[src/rtl/interrupt_sequencer.sv]
// Interrupt entry/exit sequencer: holds fetch, injects three context pushes, vectors, then restores on RTI.
// Optional IRQ_SYNC_EN adds a 2-flop irq synchronizer ahead of edge detection (+2 cycles acceptance latency).
module interrupt_sequencer #(
  parameter int                     PC_WIDTH         = 32,
  parameter int                     INSTR_WIDTH      = 16,
  parameter logic [PC_WIDTH-1:0]    VECTOR_ADDR      = 32'h0000_0000,
  parameter logic [INSTR_WIDTH-1:0] PUSH_HI_INSTR    = 16'h4001,
  parameter logic [INSTR_WIDTH-1:0] PUSH_LO_INSTR    = 16'h4002,
  parameter logic [INSTR_WIDTH-1:0] PUSH_FLAGS_INSTR = 16'h4003
) (
  input  logic                   clk_i,
  input  logic                   rst_ni,
  input  logic                   irq_i,
  input  logic                   flush_i,
  input  logic [PC_WIDTH-1:0]    next_pc_i,
  input  logic                   rti_i,
  output logic                   fetch_hold_o,
  output logic                   inject_valid_o,
  output logic [INSTR_WIDTH-1:0] inject_instr_o,
  output logic                   pc_load_o,
  output logic [PC_WIDTH-1:0]    pc_load_addr_o,
  output logic                   flags_save_o,
  output logic                   flags_restore_o,
  output logic                   in_service_o,
  output logic [PC_WIDTH-1:0]    saved_pc_o,
  output logic                   irq_dropped_o
);

  typedef enum logic [2:0] {
    IDLE, INJ_HI, INJ_LO, INJ_FLAGS, VECTOR, SERVICE, RESTORE
  } state_e;

  state_e              state_q, state_d;
  logic                irq_s;
  logic                irq_prev_q;
  logic                pending_q, pending_d;
  logic                dropped_q, dropped_d;
  logic [PC_WIDTH-1:0] saved_pc_q, saved_pc_d;
  logic                irq_edge;
  logic                accept;

`ifdef IRQ_SYNC_EN
  logic [1:0] sync_q;

  always_ff @(posedge clk_i or negedge rst_ni) begin
    if (!rst_ni) begin
      sync_q <= 2'b00;
    end else begin
      sync_q <= {sync_q[0], irq_i};
    end
  end

  assign irq_s = sync_q[1];
`else
  assign irq_s = irq_i;
`endif

  assign irq_edge = irq_s & ~irq_prev_q;
  assign accept   = (state_q == IDLE) & pending_q & ~flush_i;

  always_ff @(posedge clk_i or negedge rst_ni) begin
    if (!rst_ni) begin
      state_q    <= IDLE;
      irq_prev_q <= 1'b0;
      pending_q  <= 1'b0;
      dropped_q  <= 1'b0;
      saved_pc_q <= '0;
    end else begin
      state_q    <= state_d;
      irq_prev_q <= irq_s;
      pending_q  <= pending_d;
      dropped_q  <= dropped_d;
      saved_pc_q <= saved_pc_d;
    end
  end

  // A new edge wins over the clear on acceptance, so it is never counted as dropped.
  always_comb begin
    pending_d  = irq_edge ? 1'b1 : (accept ? 1'b0 : pending_q);
    dropped_d  = dropped_q | (irq_edge & pending_q & ~accept);
    saved_pc_d = accept ? next_pc_i : saved_pc_q;
  end

  always_comb begin
    state_d         = state_q;
    fetch_hold_o    = 1'b0;
    inject_valid_o  = 1'b0;
    inject_instr_o  = '0;
    pc_load_o       = 1'b0;
    pc_load_addr_o  = '0;
    flags_save_o    = 1'b0;
    flags_restore_o = 1'b0;
    in_service_o    = 1'b0;
    case (state_q)
      IDLE: begin
        if (accept) state_d = INJ_HI;
      end
      INJ_HI: begin
        fetch_hold_o   = 1'b1;
        inject_valid_o = 1'b1;
        inject_instr_o = PUSH_HI_INSTR;
        state_d        = INJ_LO;
      end
      INJ_LO: begin
        fetch_hold_o   = 1'b1;
        inject_valid_o = 1'b1;
        inject_instr_o = PUSH_LO_INSTR;
        state_d        = INJ_FLAGS;
      end
      INJ_FLAGS: begin
        fetch_hold_o   = 1'b1;
        inject_valid_o = 1'b1;
        inject_instr_o = PUSH_FLAGS_INSTR;
        flags_save_o   = 1'b1;
        state_d        = VECTOR;
      end
      VECTOR: begin
        pc_load_o      = 1'b1;
        pc_load_addr_o = VECTOR_ADDR;
        state_d        = SERVICE;
      end
      SERVICE: begin
        in_service_o = 1'b1;
        if (rti_i) state_d = RESTORE;
      end
      RESTORE: begin
        flags_restore_o = 1'b1;
        pc_load_o       = 1'b1;
        pc_load_addr_o  = saved_pc_q;
        state_d         = IDLE;
      end
      default: state_d = IDLE;
    endcase
  end

  assign saved_pc_o    = saved_pc_q;
  assign irq_dropped_o = dropped_q;

endmodule

[config.mk]
export PLATFORM = sky130hd
export DESIGN_NAME = interrupt_sequencer
export DESIGN_NICKNAME = d
export VERILOG_FILES = /design/src/rtl/interrupt_sequencer.sv
export SDC_FILE = /design/constraint.sdc
export NUM_CORES = 1
export LEC_CHECK = 0
export ABC_AREA = 1
export ABC_CLOCK_PERIOD_IN_PS = 3500
export BUFFER_PORTS_ARGS = -buffer_cell sky130_fd_sc_hd__buf_2
export CORE_MARGIN = 1
export CORE_UTILIZATION = 46
export DETAILED_ROUTE_END_ITERATION = 10
export PLACE_DENSITY = 0.88
export SYNTH_ARGS = -nofsm -noshare
export SYNTH_HDL_FRONTEND = slang
export SYNTH_SLANG_ARGS = --single-unit
[constraint.sdc]
create_clock -name clk_i -period 3.5 [get_ports clk_i]
set_input_delay 0.175 -clock clk_i [delete_from_list [all_inputs] [get_ports clk_i]]
set_output_delay 0.175 -clock clk_i [all_outputs]
set_load 0.02 [all_outputs]
## Word-level counts from Yosys, hierarchy flattened

Cells that the tools add are included.

| operators by class | value |
|---|---|
| bitwise operators | 9 |
| muxes and demuxes | 12 |
| equal/unequal tests | 8 |
| reductions and logical operators | 5 |

Operators with widths:

| kind | number |
|---|---|
| $pmux W15 S3 | 1 |
| $mux W32 | 1 |
| $pmux W3 S6 | 1 |
| $eq A3 B3 Y1 const B | 3 |
| $mux W1 | 7 |
| $eq A3 B2 Y1 const B | 2 |
| $mux W3 | 2 |
| $and A1 B1 Y1 | 5 |
| $ne A2 B2 Y1 const B | 2 |
| $eq A3 B1 Y1 const B | 1 |
| $logic_not A3 Y1 | 1 |
| $not A1 Y1 | 3 |
| $reduce_or A3 Y1 | 1 |
| $reduce_and A2 Y1 | 1 |
| $reduce_bool A2 Y1 | 1 |
| $reduce_or A2 Y1 | 1 |
| $or A1 B1 Y1 | 1 |

| storage, ports and cells | value |
|---|---|
| input bits | 37 |
| register bits after elaboration | 38 |
| output and inout port bits | 87 |

## Depth between registers and ports, before layout

Gate-level depths: netlist of the first run.

| logic depth | value |
|---|---|
| depth after elaboration | 6 |
| gate-level depth with buffers | 7 |
| mapped depth without buffers | 6 |

## Worst setup path after synthesis of the first run

Ideal clock, no wire load.

| timing path | value |
|---|---|
| path kind | flip-flop to output port |
| start point | register state_q[2] |
| end point | output pc_load_addr_o[22] |
| setup slack | 2115 ps |
| cell stages (with the launch flop) | 6 |
| arrival | 1210 ps |
| path buffers | 1 |
| required time | 3325 ps |
| path through | dfrtp_1 inv_2 nor2_4 nand2_2 buf_6 nor2_1 |

| on the way | value |
|---|---|
| cells in the longest elaborated chain, start to end | 2 |

Ends and longest elaborated chain:

| item | line | source |
|---|---|---|
| from (decl) | 33 | `state_e state_q, state_d;` |
| from (signal assigned) | 69 | `state_q <= state_d;` |
| $eq A3 B3 Y1 | 94 | `case (state_q)` |
| $mux W32 | 94 |  |
| to (decl) | 21 | `output logic [PC_WIDTH-1:0] pc_load_addr_o,` |

Every way passes these cells.

## Final worst setup path of the first run

| timing path | value |
|---|---|
| start point | register state_q[2] |
| end point | output pc_load_addr_o[2] |

The elaborated chain is that of the path after synthesis.

==> flow_metrics.py, run 1 <==
metrics = {
    "power": {
        "powerDensity_nw_per_um2": 874.8,
        "switching_power_mw": 1.114,
        "share_of_power_burned_in_combinational_logic_pct": 51.3,
        "p_int_mw": 1.173,
        "ir_drop_mv": 0.4112,
        "power_frac_clock_pct": 13.2,
        "power_switching_share_pct": 48.71,
        "power_frac_seq_pct": 35.5,
        "finalPower_mw": 2.287,
        "total_leakage_power_nw": 1.648,
    },
    "cells_and_area": {
        "area_delta_synth_final_pct": 24.87,
        "drive_above_1_share_pct": 43.21,
        "nFillCells": 416,
        "layout.area.seq_um2": 950.9,
        "finish.net_count": 404,
        "multi_input_area_um2": 788.3,
        "post-route-cell-area_um2": 2614,
        "antenna_fix_cells": 0,
    },
    "cts": {
        "cts.repair_timing.setup_buffer_count": 0,
        "cts.clk_slew.worst_paths_ns": 0.08,
        "insertion_delay_ns": 0.28,
        "ctsLongestPathBuffers": 2,
        "tritoncts": "yes",
        "root_buffer": "sky130_fd_sc_hd__clkbuf_8",
        "post_cts.resized_instances": 0,
        "cts_made_buffers": 5,
        "cts.hold.buffers_added": 0,
        "tritoncts_num_sinks": 38,
        "cts_htree_levels": 2,
    },
    "critical_path": {
        "timing.setup.critical_path_class": "reg2out",
        "end_kind": "output port",
        "worstPathRequired_ns": 3.32,
        "reg2reg_to": "saved_pc_o[14]",
        "worst_ep_arrival_time_ns": 1.74,
        "setup.reg_to_reg.worst_slack_ns": 2.12,
        "r2r_cells": 5,
        "worstReg2RegStart": "state_q[1]",
        "element_type_at_the_critical_path_start": "register",
        "cp_max_fo": 33,
    },
    "grt": {
        "pin_count_of_the_biggest_net_entering_global_routing": 39,
        "grt_antenna_before_repair": 0,
        "track_usage_pct": 17.80,
        "grt_pass1_wl_um": 6927,
        "first_global_vias": 1625,
        "grt_overflow": 0,
    },
    "die": {
        "floorplan.die.width_um": 69.46,
        "rows": 24,
        "die_height_um": 69.46,
        "core_um2": 4354,
        "starting_density_of_the_core_pct": 48.07,
        "boundaryPins": 124,
        "die_area_um2": 4824,
    },
    "drt": {
        "drt_initial_violations": 66,
        "postRouteWirelength_um": 4174,
        "drc": 0,
        "drt-wirelength-per-cell_um": 9.938,
        "post_drt_via_cell_ratio": 4.298,
        "dr_total_vias": 1805,
        "drt.antenna.violating_nets": 0,
        "drt_first_pass_iters": 3,
    },
    "timing": {
        "tightest_slew_ns": 0.8163,
        "rsz0062_at_grt": "false",
        "min_period_over_period_pct": 54.70,
        "peak_clock_frequency_supported_by_timing_mhz": 522.3,
        "timing_max_transition_violations_final": 0,
        "final.min_clock_period_ns": 1.915,
        "timing.setup.tns_ns": 0,
        "slew_headroom_pct": 45.58,
        "whs_ns": -0.01497,
        "timing.final.hold_violations": 38,
        "fin_worst_skew_ns": 0.007712,
        "setup_violators_final": 0,
    },
    "min_path": {
        "hold_class": "in2async",
    },
    "logic_synthesis": {
        "yosys_warnings": 0,
        "synthCells": 262,
        "ys_types": 20,
        "sequential_area_share_after_synthesis_pct": 45.43,
        "syn_area_um2": 2093,
        "synthesis.area_per_instance_um2": 7.990,
        "synth_seq_cells": 38,
    },
    "place": {
        "dp_hpwl_um": 3083,
        "globalplace.congestion": 0.8401,
        "placement.io_buffers": 110,
        "dpl-instance-area_um2": 2519,
    },
    "flow_run": {
        "number_of_max_capacitance_violations_reported": 0,
    },
    "outcome": {
        "violated_checks": "negative hold slack",
        "run_status": "complete, but fails checks",
    },
}
cell type report:
cell class,instances,area share [%]
clock buffers,6,3.159
multi-input cells,169,30.16
flip-flops and latches,38,36.38
clock inverters,2,0.4787
inverters,43,6.271
repair buffers,110,21.06
well taps,52,2.489
power by group through the flow:
stage               registers (mW)  clock network, mW  logic, mW
floorplan                     1.01                  0      0.726
global placement             0.808                  0       1.16
detailed placement           0.818                  0       1.19
CTS                          0.814              0.317       1.19
global route                 0.842              0.337       1.30
finish                       0.812              0.301       1.17
stage by stage:
stage	setup WS, ns	instances	utilization, %	hold slack (ns)
after floorplan	2.115	274	-	-0.1206
after global placement	2.012	412	57.84	0.3065
after detailed placement	1.893	412	57.84	0.3149
after CTS	1.581	420	60.03	0.003767
after global routing	1.431	420	60.03	0.01647
final	1.585	420	60.03	-0.01497
flip-flops by register name (all words and copies together) (netlist names):
signal / cells
saved_pc_o: 32
pending_q: 1
state_q: 3
irq_dropped_o: 1
irq_prev_q: 1
cells by family (layout without fill, tap and decap cells):
| group | count (synthesis) | in the layout | share of synthesized area (%) |
|---|---|---|---|
| AOI/OAI and AO/OA | 4 | 4 | 1.076 |
| and+or+nand+nor | 152 | 152 | 34.25 |
| other | 1 | 13 | 0.1791 |
| buffers and inverters | 67 | 161 | 19.07 |
| DFF | 38 | 38 | 45.43 |
critical path, stage by stage (launching register included):
cell and delay, ns:
sky130_fd_sc_hd__dfrtp_1 0.45, sky130_fd_sc_hd__inv_2 0.12, sky130_fd_sc_hd__nor2_4 0.11, sky130_fd_sc_hd__nand2_2 0.35, sky130_fd_sc_hd__nor2_1 0.23, sky130_fd_sc_hd__buf_2 0.20
placed cells by master (no fill, tap or decap), drive strengths merged:
cell type,Yosys,final
inv,43,43
o21bai,1,1
nand3,3,3
nand2,107,107
dfrtp,38,38
clkinv,0,1
nor2,41,41
o21ai,3,3
nand4,1,1
buf,24,110
clkbuf,0,6
conb,1,13
clkinvlp,0,1
metal layers:
metal  vias to the layer above  routed length (um)  GRT usage, %
met1                       808                1678         20.17
met2                        66                2212         32.25
li1                        927                   -             -
met5                         -                   0             0
met3                         4                 252         4.360
met4                         0                  30         6.349
cell usage after synthesis:
master	n	area share [%]
sky130_fd_sc_hd__buf_6	6	3.2
sky130_fd_sc_hd__conb_1	1	0.18
sky130_fd_sc_hd__nand2_2	34	10
sky130_fd_sc_hd__nand4_1	1	0.30
sky130_fd_sc_hd__buf_4	15	5.4
sky130_fd_sc_hd__buf_8	1	0.72
sky130_fd_sc_hd__o21ai_0	3	0.72
sky130_fd_sc_hd__dfrtp_1	38	45
sky130_fd_sc_hd__inv_1	41	7.4
sky130_fd_sc_hd__nand2_4	1	0.54
sky130_fd_sc_hd__nor2_4	2	1.1
sky130_fd_sc_hd__nor2_8	1	0.96
sky130_fd_sc_hd__o21bai_1	1	0.36
sky130_fd_sc_hd__buf_12	2	1.9
sky130_fd_sc_hd__nand3_1	3	0.72
sky130_fd_sc_hd__nor2_1	38	6.8
sky130_fd_sc_hd__nand2_8	1	0.96
sky130_fd_sc_hd__inv_4	1	0.30
sky130_fd_sc_hd__nand2_1	71	13
sky130_fd_sc_hd__inv_2	1	0.18
how the worst max path moves through the flow:
stage | start | end | slack, ns | cells after the start
6_report | state_q[2] | pc_load_addr_o[2] | 1.59 | 5
5_1_grt | state_q[2] | pc_load_addr_o[2] | 1.43 | 5
2_1_floorplan | state_q[2] | pc_load_addr_o[22] | 2.11 | 5
3_5_place_dp | state_q[2] | pc_load_addr_o[2] | 1.89 | 5
3_3_place_gp | state_q[2] | pc_load_addr_o[8] | 2.01 | 5
4_1_cts | state_q[2] | pc_load_addr_o[2] | 1.58 | 5
Note: power is estimated with default switching activity, not from simulation.
==> run 2, diff against run 1 <==
Settings changed: ABC_CLOCK_PERIOD_IN_PS 3500 to 1960, CORE_UTILIZATION 46 to 44, PLACE_DENSITY 0.88 to 0.85.
Clock period 3.5 ns to 1.96 ns, I/O delays scaled along.
==> flow_metrics.py, run 2 (same netlist as run 1, synthesis figures left out) <==
metrics = {
    "cells_and_area": {
        "max_reg_flops": 32,
        "finish.utilization_pct": 58.70,
        "nFillCells": 400,
        "most-common-layout-cells": "110 x sky130_fd_sc_hd__buf_2, 71 x sky130_fd_sc_hd__nand2_1, 41 x sky130_fd_sc_hd__inv_1, 38 x sky130_fd_sc_hd__nor2_1, 38 x sky130_fd_sc_hd__dfrtp_1",
        "layout.area.seq_um2": 950.9,
        "finish.net_count": 406,
        "multi_input_area_um2": 793.3,
        "area_delta_synth_final_pct": 25.46,
        "antenna_fix_cells": 0,
        "layout.cells.most_common": "sky130_fd_sc_hd__buf_2",
        "drive_above_1_share_pct": 42.66,
        "final_instance_count_excl_fillers": 420,
    },
    "timing": {
        "peak_clock_frequency_supported_by_timing_mhz": 621.9,
        "timing_max_transition_violations_final": 0,
        "post-route-worst-setup-slack_ns": 0.3522,
        "fin_worst_skew_ns": 0.009549,
        "timing.final.hold_violations": 0,
        "rsz0062_at_grt": "false",
        "min_period_over_period_pct": 82.03,
        "slew_headroom_pct": 44.72,
        "tightest_slew_ns": 0.8291,
        "timing.setup.tns_ns": 0,
        "setup_violators_final": 0,
        "final.min_clock_period_ns": 1.608,
    },
    "drt": {
        "drt-wirelength-per-cell_um": 9.871,
        "drt.antenna.violating_nets": 0,
        "drt_first_pass_iters": 8,
        "postRouteWirelength_um": 4146,
        "post_drt_via_cell_ratio": 4.302,
        "dr_total_vias": 1807,
        "drt_initial_violations": 80,
        "drc": 9,
    },
    "cts": {
        "cts.clk_slew.worst_paths_ns": 0.06,
        "cts_made_buffers": 5,
        "root_buffer": "sky130_fd_sc_hd__clkbuf_8",
        "cts.repair_timing.setup_buffer_count": 0,
        "insertion_delay_ns": 0.28,
        "ctsLongestPathBuffers": 2,
        "tritoncts": "yes",
        "cts_htree_levels": 2,
        "tritoncts_num_sinks": 38,
    },
    "critical_path": {
        "worst_ep_arrival_time_ns": 1.51,
        "cp.buffers_inverters": 2,
        "critPathTopFamily": "simple AND/OR/NAND/NOR gates",
        "timing.setup.critical_path_class": "reg2out",
        "element_type_at_the_critical_path_start": "register",
        "cp_max_fo": 33,
        "end_kind": "output port",
        "cp_slowest_cell": "sky130_fd_sc_hd__dfrtp_1",
        "critical-path-max-stage-delay_ns": 0.42,
        "crit_path_cell_trace": "inv_2, nor2_4, nand2_4, nor2_1, buf_2",
        "worstPathRequired_ns": 1.86,
    },
    "place": {
        "dpl.cell_count": 412,
        "globalplace.congestion": 0.8650,
        "dp_hpwl_um": 2987,
        "placement.setup.worst_slack_ns": 0.4718,
        "placement.io_buffers": 110,
    },
    "power": {
        "power_switching_share_pct": 48.59,
        "finalPower_mw": 4.059,
        "total_leakage_power_nw": 1.662,
        "switching_power_mw": 1.972,
        "share_of_power_burned_in_combinational_logic_pct": 51.6,
        "power_frac_seq_pct": 35.8,
        "power_frac_clock_pct": 12.6,
        "powerDensity_nw_per_um2": 1546,
        "ir_drop_mv": 0.7207,
        "p_int_mw": 2.087,
    },
    "die": {
        "die_area_um2": 5037,
        "starting_density_of_the_core_pct": 46.78,
        "boundaryPins": 124,
        "floorplan.die.width_um": 70.98,
        "rows": 24,
        "core_um2": 4474,
        "die_height_um": 70.98,
    },
    "grt": {
        "first_global_vias": 1572,
        "pin_count_of_the_biggest_net_entering_global_routing": 39,
        "grt_pass1_wl_um": 6734,
        "grt_antenna_before_repair": 0,
        "grt_overflow": 0,
        "track_usage_pct": 17.06,
    },
    "outcome": {
        "run_status": "complete, but fails checks",
        "violated_checks": "design-rule violations",
    },
    "flow_run": {
        "number_of_max_capacitance_violations_reported": 0,
    },
    "min_path": {
        "hold_class": "in2reg",
    },
}
run 2: what timing repair did:
item                       in CTS  in global routing
hold buffers                    2                  0
hold endpoints to repair       39                  0
setup endpoints to repair       0                  3
gates resized for setup         0                  1
run 2: final timing paths:
| kind | endpoint | slack [ns] | cells after the start | startpoint |
|---|---|---|---|---|
| worst max-delay path | pc_load_addr_o[4] | 0.35 | 5 | state_q[2] |
| worst min-delay path | saved_pc_o[9] | 0.02 | 3 | next_pc_i[9] |
| worst max register to register | saved_pc_o[13] | 0.56 | 5 | state_q[1] |
| worst min register to register | irq_dropped_o | 0.48 | 1 | irq_dropped_o |
| max in group asynchronous | state_q[2] | 0.98 | 2 | rst_ni |
| min in group asynchronous | saved_pc_o[12] | 0.45 | 2 | rst_ni |
run 2: final cells by class:
| class | count | area share, % |
|---|---|---|
| Sequential cell | 38 | 36.21 |
| Multi-Input combinational cell | 169 | 30.20 |
| Timing Repair Buffer | 112 | 21.72 |
| Inverter | 43 | 6.241 |
| Clock buffer | 6 | 3.144 |
| Tap cell | 52 | 2.477 |
run 2: routing by layer:
layer  vias up  global-route usage, %  part of all wire [%]
li1        931                      -                     -
met1       795                  19.08                    41
met2        74                  30.56                    51
met3         7                  4.843                   6.6
met4         0                  6.889                   1.3
met5         -                      0                     0
run 2: worst reg2reg max path, stage by stage (launching register included):
cell                      delay, ns
sky130_fd_sc_hd__dfrtp_1       0.48
sky130_fd_sc_hd__nor2_4        0.19
sky130_fd_sc_hd__nand2_4       0.10
sky130_fd_sc_hd__nor2_8        0.37
sky130_fd_sc_hd__nand2_1       0.13
sky130_fd_sc_hd__nand2_2       0.09
run 2: stage by stage:
stage / hold slack [ns] / area, um2
2_1_floorplan: -0.1976 / 2138
3_3_place_gp: 0.2350 / 2519
3_5_place_dp: 0.2356 / 2519
4_1_cts: 0.007333 / 2621
5_1_grt: 0.006956 / 2626
6_report: 0.02251 / 2626
run 2: power groups by stage:
| stage | logic (mW) | clock network, mW | registers (mW) |
|---|---|---|---|
| 6_report | 2.09 | 0.512 | 1.45 |
| 5_1_grt | 2.33 | 0.572 | 1.51 |
| 2_1_floorplan | 1.30 | 0 | 1.81 |
| 4_1_cts | 2.13 | 0.536 | 1.45 |
| 3_3_place_gp | 2.07 | 0 | 1.44 |
| 3_5_place_dp | 2.12 | 0 | 1.46 |
==> run 3, diff against run 2 <==
Settings changed: ABC_CLOCK_PERIOD_IN_PS 1960 to 1500.
Clock period 1.96 ns to 1.5 ns, I/O delays scaled along.
==> flow_metrics.py, run 3 (same netlist as run 1, synthesis figures left out) <==
metrics = {
    "power": {
        "power_frac_clock_pct": 12.6,
        "finalPower_mw": 5.747,
        "switching_power_mw": 2.790,
        "powerDensity_nw_per_um2": 1864,
        "share_of_power_burned_in_combinational_logic_pct": 54.3,
        "power_switching_share_pct": 48.54,
        "p_int_mw": 2.958,
        "ir_drop_mv": 0.9348,
        "total_leakage_power_nw": 1.811,
        "power_frac_seq_pct": 33.1,
    },
    "flow_run": {
        "number_of_max_capacitance_violations_reported": 0,
    },
    "critical_path": {
        "timing.setup.critical_path_class": "reg2out",
        "end_kind": "output port",
        "r2r_cells": 7,
        "worst_ep_arrival_time_ns": 1.42,
        "element_type_at_the_critical_path_start": "register",
        "worstPathRequired_ns": 1.42,
        "cp_max_fo": 18,
    },
    "cells_and_area": {
        "final_instance_count_excl_fillers": 452,
        "max_reg_flops": 32,
        "multi_input_area_um2": 829.5,
        "antenna_fix_cells": 0,
        "layout.cells.most_common": "sky130_fd_sc_hd__buf_2",
        "finish.net_count": 436,
        "nFillCells": 362,
        "drive_above_1_share_pct": 44.25,
        "area_delta_synth_final_pct": 47.28,
        "most-common-layout-cells": "79 x sky130_fd_sc_hd__buf_2, 70 x sky130_fd_sc_hd__nand2_1, 41 x sky130_fd_sc_hd__inv_1, 37 x sky130_fd_sc_hd__dfrtp_1, 34 x sky130_fd_sc_hd__nand2_2",
        "layout.area.seq_um2": 952.2,
    },
    "cts": {
        "tritoncts_num_sinks": 38,
        "cts_htree_levels": 2,
        "cts.clk_slew.worst_paths_ns": 0.07,
        "insertion_delay_ns": 0.28,
        "ctsLongestPathBuffers": 2,
        "root_buffer": "sky130_fd_sc_hd__clkbuf_8",
        "tritoncts": "yes",
        "cts_made_buffers": 5,
    },
    "timing": {
        "timing.final.hold_violations": 0,
        "timing_max_transition_violations_final": 0,
        "peak_clock_frequency_supported_by_timing_mhz": 666.8,
        "fin_worst_skew_ns": 0.003287,
        "setup_violators_final": 0,
        "rsz0062_at_grt": "true",
        "min_period_over_period_pct": 99.99,
        "final.min_clock_period_ns": 1.500,
        "whs_ns": 0.005355,
    },
    "die": {
        "boundaryPins": 124,
        "die_area_um2": 5037,
        "starting_density_of_the_core_pct": 46.78,
        "die_height_um": 70.98,
        "floorplan.die.width_um": 70.98,
        "rows": 24,
        "core_um2": 4474,
    },
    "place": {
        "dp_hpwl_um": 3217,
        "dpl.cell_count": 415,
        "placement.io_buffers": 110,
        "globalplace.congestion": 0.8078,
    },
    "drt": {
        "drt.antenna.violating_nets": 0,
        "post_drt_via_cell_ratio": 4.392,
        "dr_total_vias": 1985,
        "postRouteWirelength_um": 5323,
        "drt_initial_violations": 80,
        "drc": 9,
        "drt_first_pass_iters": 7,
        "drt-wirelength-per-cell_um": 11.78,
    },
    "grt": {
        "grt_overflow": 0,
        "grt_pass1_wl_um": 7672,
        "grt_use_met1_pct": 20.92,
        "first_global_vias": 1826,
        "pin_count_of_the_biggest_net_entering_global_routing": 34,
        "grtUsageMet2_pct": 36.11,
        "grt_antenna_before_repair": 0,
        "groute.layer.met3.usage_pct": 5.128,
        "track_usage_pct": 19.50,
        "grt.busiest_layer": "met2",
    },
    "min_path": {
        "min_delay_path_depth": 3,
        "hold_class": "in2reg",
    },
    "outcome": {
        "violated_checks": "design-rule violations",
        "run_status": "complete, but fails checks",
    },
}
[run 3: power groups by stage]
| stage | Sequential [mW] | Clock, mW | Combinational, mW |
|---|---|---|---|
| floorplan | 2.36 | 0 | 1.69 |
| global placement | 1.89 | 0 | 2.71 |
| detailed placement | 1.91 | 0 | 2.79 |
| CTS | 1.88 | 0.726 | 2.90 |
| global route | 1.96 | 0.784 | 3.43 |
| finish | 1.90 | 0.722 | 3.12 |
[run 3: critical path, cell delays in order, from the launching register on]
cell and delay (ns):
sky130_fd_sc_hd__dfrtp_1 0.40, sky130_fd_sc_hd__inv_4 0.08, sky130_fd_sc_hd__nor2_4 0.14, sky130_fd_sc_hd__nand2_4 0.08, sky130_fd_sc_hd__buf_12 0.16, sky130_fd_sc_hd__nor2_1 0.11
sky130_fd_sc_hd__buf_4 0.16
[run 3: layout make-up]
type                            instances  area share [%]
Timing Repair Buffer                  141           31.74
Inverter                               43           5.398
Clock inverter                          1          0.1623
Clock buffer                            7           2.800
Tap cell                               52           2.110
Sequential cell                        38           30.88
Multi-Input combinational cell        170           26.91
[run 3: path summary, 6_finish.rpt]
check / from / end / slack, ns
min in group asynchronous: rst_ni / saved_pc_o[12] / 0.28
min reg2reg: irq_dropped_o / irq_dropped_o / 0.49
max reg2reg: state_q[0] / saved_pc_o[7] / 0.12
max: state_q[2] / pc_load_addr_o[18] / 0.0002
max in group asynchronous: rst_ni / state_q[0] / 0.75
min: next_pc_i[30] / saved_pc_o[30] / 0.005
[run 3: timing repair]
| item | in CTS | in global routing |
|---|---|---|
| hold buffers | 22 | 2 |
| gates cloned | 0 | 1 |
| endpoints found under the setup margin | 33 | 66 |
| gates resized for setup | 1 | 51 |
| pin swaps | 0 | 3 |
| endpoints found under the hold margin | 39 | 2 |
| buffers inserted | 2 | 2 |
[run 3: through the flow]
stage          setup WS, ns  instance area [um2]  utilization, %  setup TNS (ns)
6_report          0.0002045                 3083           68.90               0
5_1_grt            -0.05456                 3083           68.90         -0.5417
4_1_cts             0.02052                 2882           64.40               0
3_5_place_dp         0.1222                 2554           57.07               0
3_3_place_gp         0.1809                 2554           57.07               0
2_1_floorplan        0.2147                 2138               -               0
[run 3: routing by layer]
metal / part of all wire [%] / routed length, um / vias up
met5: 0 / 0 / -
met3: 5.0 / 266 / 15
met4: 2.4 / 127 / 0
met2: 54 / 2878 / 81
li1: - / - / 999
met1: 39 / 2051 / 890
